<file path="config.mk">
export PLATFORM = sky130hd
export DESIGN_NAME = regfile_dump_streamer
export DESIGN_NICKNAME = d
export VERILOG_FILES = /design/src/rtl/regfile_dump_streamer.sv
export SDC_FILE = /design/constraint.sdc
export NUM_CORES = 1
export LEC_CHECK = 0
export ABC_AREA = 1
export CORE_MARGIN = 1.5
export CORE_UTILIZATION = 38
export CTS_CLUSTER_SIZE = 12
export DETAILED_ROUTE_END_ITERATION = 8
export HOLD_SLACK_MARGIN = 0.05
export PLACE_DENSITY = 0.77
export SLEW_MARGIN = 20
export SYNTH_ARGS = -nofsm -noshare
export SYNTH_HDL_FRONTEND = slang
export SYNTH_SLANG_ARGS = --single-unit
</file>
<file path="constraint.sdc">
create_clock -name clk -period 1.3 [get_ports clk]
set_input_delay 0.26 -clock clk [delete_from_list [all_inputs] [get_ports clk]]
set_output_delay 0.26 -clock clk [all_outputs]
set_load 0.01 [all_outputs]
</file>
<file path="src/rtl/regfile_dump_streamer.sv">
// regfile_dump_streamer
// Walks one register-file read port through x0..x31 and emits each register
// as one beat on a valid/ready stream. It holds the core stalled while a dump
// is in progress, so the host sees a consistent snapshot.
// Optional feature macro: REGDUMP_CSUM_EN appends a 33rd beat carrying the XOR
// of all 32 register values. In that case the checksum beat, not x31, is marked last.
module regfile_dump_streamer #(
    parameter int DATA_W  = 64,
    parameter int ADDR_W  = 5,
    parameter int REG_NUM = 32
) (
    input  logic              clk,
    input  logic              rst,
    input  logic              start_i,
    output logic              busy_o,
    output logic              stall_o,
    output logic [ADDR_W-1:0] raddr_o,
    input  logic [DATA_W-1:0] rdata_i,
    output logic              dout_valid_o,
    input  logic              dout_ready_i,
    output logic [DATA_W-1:0] dout_data_o,
    output logic [ADDR_W-1:0] dout_idx_o,
    output logic              dout_last_o,
    output logic              dout_csum_o
);

    // The counter is one bit wider than the address, so the final index never aliases to 0.
    localparam int               CNT_W    = ADDR_W + 1;
    localparam logic [CNT_W-1:0] LAST_CNT = CNT_W'(REG_NUM - 1);

    typedef enum logic [1:0] {
        IDLE = 2'd0,
        LOAD = 2'd1,
        SEND = 2'd2,
        CSUM = 2'd3
    } state_t;

    state_t            state_reg, state_next;
    logic [CNT_W-1:0]  cnt_reg, cnt_next;
    logic [DATA_W-1:0] data_reg;
    logic [ADDR_W-1:0] idx_reg;
    logic              last_reg;
`ifdef REGDUMP_CSUM_EN
    logic [DATA_W-1:0] xor_reg;
    logic              csum_reg;
`endif

    // State and register-index counter; an active-low reset aborts any dump in flight.
    always_ff @(posedge clk) begin
        if (!rst) begin
            state_reg <= IDLE;
            cnt_reg   <= '0;
        end else begin
            state_reg <= state_next;
            cnt_reg   <= cnt_next;
        end
    end

    // Next-state logic: LOAD reads one register, and SEND holds it until the sink accepts it.
    always_comb begin
        state_next = state_reg;
        cnt_next   = cnt_reg;
        unique case (state_reg)
            IDLE: begin
                if (start_i) begin
                    state_next = LOAD;
                    cnt_next   = '0;
                end
            end
            LOAD: state_next = SEND;
            SEND: begin
                if (dout_ready_i) begin
                    if (cnt_reg < LAST_CNT) begin
                        cnt_next   = cnt_reg + CNT_W'(1);
                        state_next = LOAD;
                    end else begin
`ifdef REGDUMP_CSUM_EN
                        state_next = CSUM;
`else
                        state_next = IDLE;
`endif
                    end
                end
            end
            CSUM: begin
`ifdef REGDUMP_CSUM_EN
                if (dout_ready_i) begin
                    state_next = IDLE;
                end
`else
                state_next = IDLE;
`endif
            end
            default: state_next = IDLE;
        endcase
    end

    // Output decode: busy and stall cover every non-idle state, and the read address parks at 0 when idle.
    always_comb begin
        busy_o       = (state_reg != IDLE);
        stall_o      = (state_reg != IDLE);
        dout_valid_o = (state_reg == SEND) || (state_reg == CSUM);
        raddr_o      = (state_reg == IDLE) ? '0 : cnt_reg[ADDR_W-1:0];
    end

    // Beat payload registers: capture in LOAD, then hold steady under back-pressure.
    always_ff @(posedge clk) begin
        if (!rst) begin
            data_reg <= '0;
            idx_reg  <= '0;
            last_reg <= 1'b0;
`ifdef REGDUMP_CSUM_EN
            xor_reg  <= '0;
            csum_reg <= 1'b0;
`endif
        end else begin
            unique case (state_reg)
                IDLE: begin
`ifdef REGDUMP_CSUM_EN
                    if (start_i) begin
                        xor_reg <= '0;
                    end
`endif
                end
                LOAD: begin
                    data_reg <= rdata_i;
                    idx_reg  <= cnt_reg[ADDR_W-1:0];
`ifdef REGDUMP_CSUM_EN
                    last_reg <= 1'b0;
`else
                    last_reg <= (cnt_reg == LAST_CNT);
`endif
                end
                SEND: begin
                    if (dout_ready_i) begin
                        last_reg <= 1'b0;
`ifdef REGDUMP_CSUM_EN
                        xor_reg <= xor_reg ^ data_reg;
                        // After x31 is accepted, load the checksum beat directly, with no LOAD cycle.
                        if (cnt_reg == LAST_CNT) begin
                            data_reg <= xor_reg ^ data_reg;
                            idx_reg  <= '0;
                            last_reg <= 1'b1;
                            csum_reg <= 1'b1;
                        end
`endif
                    end
                end
                CSUM: begin
`ifdef REGDUMP_CSUM_EN
                    if (dout_ready_i) begin
                        last_reg <= 1'b0;
                        csum_reg <= 1'b0;
                    end
`endif
                end
                default: ;
            endcase
        end
    end

    assign dout_data_o = data_reg;
    assign dout_idx_o  = idx_reg;
    assign dout_last_o = last_reg;
`ifdef REGDUMP_CSUM_EN
    assign dout_csum_o = csum_reg;
`else
    assign dout_csum_o = 1'b0;
`endif

endmodule

</file>
* Yosys cells after proc, flatten, opt, wreduce, memory -nomap -nowiden *
Index checks and enable logic that the tools add are counted.

operators by class
  $add $sub $neg = 1
  order comparisons = 1
  equal/unequal tests = 7
  mux-type cells = 11
  reductions and logical operators = 8

operators by type and width
  kind                 number
  $mux 6               3
  $pmux 6 s2           1
  $pmux 2 s4           1
  $add 6x1->6 const B  1
  $eq 6x5->1 const B   1
  $lt 6x5->1 const B   1
  $ne 2x2->1 const B   3
  $reduce_bool 2->1    3
  $mux 5               1
  $eq 2x2->1 const B   2
  $mux 2               2
  $reduce_and 2->1     2
  $reduce_and 4->1     1
  $eq 2x1->1 const B   1
  $logic_not 2->1      1
  $mux 1               2
  $pmux 1 s2           1
  $logic_or 1x1->1     1

storage, ports and cells
  register bits after elaboration = 78
  output and inout port bits = 79
  word-level logic and storage cells = 33

* Depth between registers and ports, before layout *
Gate-level depths: netlist (run 1).

  word-level depth = 4
  mapped depth = 9

* Worst setup path after synthesis (run 1) *
No wires, ideal clock.

  kind = register to register
  start = reg cnt_reg[0]
  end = reg cnt_reg[1]
  library setup time = 0.114 ns
  data arrival time = 1.074 ns
  setup slack = 0.112 ns
  cell stages (with the launch flop) = 8
  buffers on the path = 0
  path through = dfxtp_1 ha_1 nand4_1 nand2_1 nand2_1 nand2_4 a21oi_1 nor2_1

on the way
  word-level cells in the longest chain between the ends = 4

RTL lines
  element                 line  RTL
  from (decl)             39    logic [CNT_W-1:0] cnt_reg, cnt_next;
  from (signal assigned)  55    cnt_reg <= cnt_next;
  $add 6x1->6             74    cnt_next = cnt_reg + CNT_W'(1);
  $mux 6                  73    if (cnt_reg < LAST_CNT) begin
  $mux 6                  72    if (dout_ready_i) begin
  $pmux 6 s2              63    unique case (state_reg)

Several ways; a longest one is shown, not always the timed one. The select of a mux whose other input is x is not followed.
A chain may end at the register's enable or synchronous reset.

* Worst setup path in the final report (run 1) *
  start = reg state_reg[1]
  end = out raddr_o[4]

on the way
  word-level cells in the longest chain between the ends = 2

RTL lines
  element                 line  RTL
  from (decl)             38    state_t state_reg, state_next;
  from (signal assigned)  54    state_reg <= state_next;
  $logic_not 2->1         103   raddr_o = (state_reg == IDLE) ? '0 : cnt_reg[ADDR_W-1:0];
  $mux 5                  103
  to (decl)               17    output logic [ADDR_W-1:0] raddr_o,

Every way passes these cells.

==> reports/results.txt, run 1 <==
The run finished, with violations left. The final reports fail on setup timing. In this run, CTS created clock tree buffers numbering 9.

The mean routed wirelength per cell came out at 14.30 um. The floorplan step defined a die boundary enclosing 8285 um^2. By area the synthesized netlist is led by dfxtp_1 53%, nor2_1 18%, o21ai_0 8.8%, o21ai_1 2.9%, buf_6 2.7%. The run gives 1.565 mW as the power spent charging and discharging nets.

Max-cap violations in this run came to 0. The placed instance count is 608. The number of vias per cell after detailed routing was 4.744.

The worst-path cell with the longest stage delay was dfxtp_2. The tools report the global placer's final weighted congestion as 0.8313. The tools report the number of max-slew violations in the final report as 0. The longest clock path from root to sink contains 2 buffers.

Counting cells, the worst reg-to-reg path comes to 8. The run gives 705.2 MHz as the fmax. Entering global routing, the biggest net connects 48 pins. Setup violations remaining at the end of the flow were counted as 13.

The average footprint of a synthesized cell is 7.893 um^2, and the static leakage power is 2.419 nW. For the number of detailed-routing iterations run before antenna repair, the log shows 4. The fraction of power consumed by combinational cells was 22.3%; the count of boundary I/O pins was 147. Leaving out filler cells and counting taps, the final layout contains 637. The post-layout worst setup margin came out at -118.1 ps.

Walking the worst path, the cells encountered are nor2_4, buf_6, nor2_4, buf_6. The summed negative setup slack over all endpoints is -478.1 ps, and the clock net sink count is 78. The worst setup path is captured at an output port. The power per standard cell area is 1160 nW/um^2, and the total number of yosys warnings is 0. The initial antenna violation count is 0. The HPWL after detailed placement is 5.432 mm.

TritonCTS built the clock tree. The floorplan core area is 7370 um^2. The die is 91.02 um wide. The worst IR drop on VDD was 708.3 uV. The area of the multi-input gates is 1295 um^2. In the final layout, the share of cells above drive strength 1 is 21.19%. The end of the worst hold path is dout_data_o[50]. The run gives 1040 ps as the required time of the critical path. Summing the sequential cell areas from Yosys gives 53.04% of the chip area. The critical path is of the flip-flop to output port type. For the final-stage net count, the log shows 603. The number of distinct standard cells referenced by the synthesized netlist is 24. Buffers inserted to repair hold after CTS numbered 0. After floorplanning, the core was divided into 31 placement rows. The first global-routing pass estimated 12.87 mm of wire. Synthesis produced a netlist whose cell count is 373. Clock latency on the worst-skew pair, taken at its later pin, is 340 ps. The number of hold violations in the final report was 0. Between clock sinks in the finished design, the worst skew comes to 11.39 ps. Global routing finished with a remaining overflow of 0. In this run, flip-flops and latches consume 45.6% of the power.

Summing all flip-flop and latch instances after layout gives 1564 um^2. The logs give 0 for the number of antenna diodes and 68.59% for the end-of-flow core utilization. The number of filler cells placed in the layout is 595.

The clock network accounts for 32.1% of the total power. Leaving out fill and tap cells, the most frequent cells in the layout are 112 x nor2_1, 76 x dfxtp_1, 70 x dlygate4sd2_1. Clock-pin slew was measured on the worst setup and hold paths at 80 ps. Summed over all instances, the cell type with the most area after synthesis is dfxtp_1. Total global-route track usage: 18.99%. The run gives 0 as the post-detailed-route DRC marker count. The number of global-route vias before repair came out at 2,800. The area added between synthesis and finish came out at 71.70%. The final routed wirelength across all metal layers is 9.111 mm. Leaving out fill and tap cells, the most frequent cell in the layout is nor2_1. The worst hold path begins at rst. Setup repair after global routing could not meet its margin everywhere.

The count of buffers from port buffering was 145; the synthesized flop and latch total was 78. Clock tree synthesis selected as its root buffer the cell clkbuf_8. From bottom edge to top edge, the die measures 91.02 um.

In this run the register-to-register setup slack is -40 ps. For this configuration, the core starts out at a cell density of 39.95%. The worst hold path was traced through 3 stages. STA classifies the critical path startpoint as a flip-flop.

The highest fanout seen on the critical path was 6; the cell-internal power was 4.297 mW. The final critical-path share of the clock period was 109.1%; the highest cell delay on the worst timing path was 340 ps. For the level count of the clock H-tree, the log shows 3.

The area of the mapped netlist came out at 2944 um^2. The number of flip-flops in the largest register came out at 64. The violation count after the first detailed-routing iteration is 61. The tools report the via count as 3,022.

The destination of the worst register-to-register timing path was dout_data_o[27]. Net switching is 26.69% of the power. On the critical path the largest part of the delay comes from flip-flops. Data arrives at the worst endpoint at 1160 ps.

The time the final worst path needs with I/O delays and setup is 1418 ps. The critical register-to-register path startpoint was state_reg[0]. The worst hold path class was input pin to flip-flop.

The number of buffer and inverter stages on the critical path was 2. In this run the biggest area consumer among cell types represents 53.04% of the synthesized area. The number of nets handed over by synthesis was 442.

The count of nets left with antenna violations once routing finished came out at 0.
synth_stat cells, drive strengths merged:
cell    instances
nand4           3
nor2          142
clkbuf         10
clkinv          1
ha              1
buf            16
inv            13
o21a            1
a21oi          11
o21ai          69
nor3            2
nand2          18
dfxtp          78
conb            1
nand3           7
metal layers:
metal | track usage, % | up-vias | share of wire, %
li1 | - | 1505 | -
met1 | 22.83 | 1391 | 42
met2 | 31.22 | 115 | 50
met3 | 6.449 | 11 | 7.3
met4 | 7.161 | 0 | 1.4
met5 | 0 | - | 0
repair_timing:
item | CTS | global route
setup endpoints to repair | 85 | 16
setup buffers | 3 | 5
resized for setup | 107 | 77
pin swaps | 1 | 9
gates cloned | 0 | 8
worst register-to-register path, cell delays in order (launching register included):
cell       delay, ps
dfxtp_2          340
buf_4            140
inv_4             70
nor2_4            40
buf_12           140
buf_6            130
clkbuf_16        150
o21ai_1          140
nor2_1            60
cells by family after synthesis:
family                     Yosys count  synth area share [%]
AOI/OAI and AO/OA                   81                 13.85
adders and majority gates            1                0.4249
buffers and inverters               40                 7.905
DFF                                 78                 53.04
other                                1                0.1274
and+or+nand+nor                    172                 24.65
how the worst max path moves through the flow:
stage	from	to	slack, ps	cells past startpoint
2_1_floorplan	cnt_reg[0]	cnt_reg[1]	110	7
3_3_place_gp	state_reg[1]	stall_o	-60	3
3_5_place_dp	state_reg[1]	stall_o	-60	3
4_1_cts	state_reg[0]	stall_o	-140	3
5_1_grt	state_reg[1]	raddr_o[3]	-160	4
6_report	state_reg[1]	raddr_o[4]	-120	4
power groups by stage:
stage	registers, mW	logic (mW)	clock network, mW
CTS	2.67	1.10	1.92
global route	2.70	1.41	2.03
detailed placement	2.73	1.20	0
finish	2.68	1.31	1.88
floorplan	2.82	0.418	0
global placement	2.72	1.18	0
stage by stage:
stage                     hold slack [ps]  area [um^2]  setup slack, ps  total power [mW]
final                               307.6         5055           -118.1             5.862
after global routing                327.1         5055           -160.4             6.136
after CTS                           296.5         4659           -141.1             5.684
after detailed placement            486.5         4526           -61.34             3.923
after global placement              476.1         4526           -55.39             3.898
after floorplan                     394.9         2944            112.2             3.234
cell type report:
type | count | share of cell area [%]
Clock buffer | 12 | 3.267
Clock inverter | 3 | 0.8416
Inverter | 14 | 1.386
Multi-Input combinational cell | 255 | 25.62
Sequential cell | 78 | 30.94
Tap cell | 99 | 2.450
Timing Repair Buffer | 176 | 35.50
Power figures use the tool's default switching activity.
==> run 2, diff against run 1 <==
Settings changed: CORE_ASPECT_RATIO set to 1.75, CORE_MARGIN 1.5 to unset.
==> reports/results.txt, run 2 (synthesis results as in run 1) <==
The run finished, with violations left. The final reports fail on DRC, setup timing. In this design, the largest share of critical-path delay is due to flip-flops. The floorplan step set the die width to 68.54 um. Dividing the final minimum period by the clock period gives 110.9%.

TritonCTS created 9 clock buffers. The time the final worst path needs with I/O delays and setup is 1442 ps, and the clock transition at the register clock pins on the worst setup and hold paths after CTS is 60 ps. Summed over all nets, wire length on met2 after detailed routing comes to 4.712 mm. After the last flow step, the layout net total stands at 598. The cell-internal power was 4.631 mW.

The highest cell delay on the worst timing path was 330 ps. In this run the tool buffered the top-level ports with 145 buffer cells. The tools report the number of setup violations in the final report as 8. Setup repair after global routing could not meet its margin everywhere. The power per standard cell area is 1279 nW/um^2, and the share of power burned in the clock network is 38.3%. The total global-route track usage came out at 22.50%.

The mean routed wirelength per cell works out to 14.07 um. STA classifies the critical path endpoint as an output port. The number of global-route vias before repair was 2,892; the sum of routed wire segments on met1 was 3.367 mm. The number of flip-flops in the largest register is 64, and the fmax is 693.6 MHz. After the first detailed-routing iteration, the DRC count stood at 137.

The longest clock path from root to sink contains 2 buffers. Buffers inserted to repair hold after CTS numbered 0. Once detailed placement completed, the half-perimeter wirelength came to 5.983 mm. The tools report the worst IR drop on VDD as 904.4 uV.

Among all stages on the critical path, the largest delay is contributed by dfxtp_2. The congestion estimate from routability-driven global placement came to 0.8147. Pin placement for this block handled 147 I/O pins.

Leaving out fill and tap cells, the most frequent cell in the layout is nor2_1. After detailed routing, the number of remaining DRC violations is 2. Power comes to 6.233 mW. The floorplan has 42 rows. STA classifies the critical path startpoint as a flip-flop.

The tool flagged a number of max-cap violations equal to 0. Wires add up to 8.752 mm. The required time of the critical path is 1040 ps, and the worst-skew pair later-pin latency is 330 ps.

The clock drives 78 sinks. The run gives 8117 um^2 as the floorplan die area. The number of buffer and inverter stages on the critical path was 3. CTS placed an instance of clkbuf_16 at the clock tree root. The worst setup path is of the flip-flop to output port kind. For the number of hold violations in the final report, the log shows 0.

The vertical extent of the die is 118.4 um, and the initial cell density of the core is 39.18%. The number of max-slew violations in the final report was 0; the highest fanout seen on the critical path was 4. Traced cell by cell, the critical path runs through nor2_4, buf_6, buf_6, nor2_4, buf_6.

Summed over all layers, the global routing overflow is 0. The number of antenna diodes in the final layout is 0. The min-delay analysis places its worst path in the category input pin to flip-flop. The worst slack on hold paths was 268.0 ps. The H-tree generated during clock tree synthesis spans 3 levels. Sequential cells account for 42.9% of the total power. The number of detailed-routing iterations run before antenna repair is 8, and the final antenna-violating net count is 0.

Leaving out fill and tap cells, the most frequent cells in the layout are 128 x nor2_1, 75 x dfxtp_1, 70 x dlygate4sd2_1. After detailed routing, the met3 layer carries 368 um of wire. Compared with the post-synthesis result, the final layout area differs by 65.53%. In this run the static leakage power is 2.375 nW. For the post-layout worst setup margin, the log shows -141.7 ps. For the floorplan core area, the log shows 7515 um^2. The post-route netlist has 15.17% of its cells at a drive strength greater than 1. Routed signal wires occupy layers up through met4. Among the stages of the critical path, the cell type that occurs most often is buf_6. The first global-routing pass estimated 13.70 mm of wire. The fraction of power consumed by combinational cells is 18.7%. The data arrival time of the critical path is 1180 ps. The largest net degree at the start of global routing is 47, and the switching power as a share of total power is 25.70%. Initial antenna violation count: 0.

For the final database, setup skew stands at 3.598 ps. TritonCTS built the clock tree. The routed layout has 2,994 vias.

The power spent charging and discharging nets was 1.602 mW; the number of vias per cell after detailed routing was 4.814.
==> run 2: changes by cell type in the layout (fill, tap and decap cells not counted), moves of 4 or more <==
cell       before  now
nor2_1        112  128
o21ai_2        10    0
o21ai_1        21   33
nor2_2         27   10
clkbuf_8       12    3
clkbuf_16       6   10
==> run 2: per-stage QoR <==
stage	cells	setup WS, ps	instance area (um^2)	utilization (%)	TNS (ps)
floorplan	373	112.2	2944	-	0
global placement	598	-61.37	4519	60.14	-372.4
detailed placement	598	-74.00	4519	60.14	-508.0
CTS	619	-166.2	4738	63.05	-627.9
global route	622	-192.2	4873	64.85	-2545
finish	622	-141.7	4873	64.85	-594.6
==> run 2: metal layers <==
layer | track usage [%] | up-vias
li1 | - | 1495
met3 | 5.695 | 22
met2 | 37.87 | 99
met5 | 0 | -
met1 | 24.06 | 1378
met4 | 13.15 | 0
==> run 2: layout make-up <==
type | count | area (um^2)
Clock buffer | 13 | 270.3
Sequential cell | 78 | 1565
Timing Repair Buffer | 171 | 1647
Inverter | 14 | 56.30
Multi-Input combinational cell | 255 | 1207
Fill cell | 646 | 2641
Clock inverter | 3 | 17.52
Tap cell | 88 | 110.1
==> run 2: worst paths after layout <==
path	startpoint	cells after the start	slack (ps)	to
worst max-delay path	state_reg[1]	5	-140	raddr_o[3]
worst min-delay path	rst	3	270	dout_data_o[37]
worst max register to register	state_reg[0]	6	-20	dout_last_o
worst min register to register	dout_data_o[37]	2	490	dout_data_o[37]
==> run 2: worst reg2reg max path, cell delays in order, from the launching register on <==
cell	delay, ps
dfxtp_2	350
buf_4	110
inv_2	50
nor2_4	210
buf_12	260
nand4_1	150
a21oi_2	130
==> run 2: power groups by stage <==
stage	registers, mW	logic, mW	clock network, mW
6_report	2.68	1.17	2.39
5_1_grt	2.70	1.27	2.53
4_1_cts	2.67	1.12	2.42
3_5_place_dp	2.73	1.21	0
3_3_place_gp	2.72	1.19	0
2_1_floorplan	2.82	0.418	0
==> run 2: timing repair <==
item	in CTS	in global routing
resized for setup	110	43
cloned	0	1
endpoints found under the setup margin	84	39
setup buffers	5	2
pin swaps	2	3
==> run 3, diff against run 2 <==
Settings changed: ABC_CLOCK_PERIOD_IN_PS set to 1300.
==> results of run 3 <==
Final layout, timing and power as in run 2 (identical DEF).
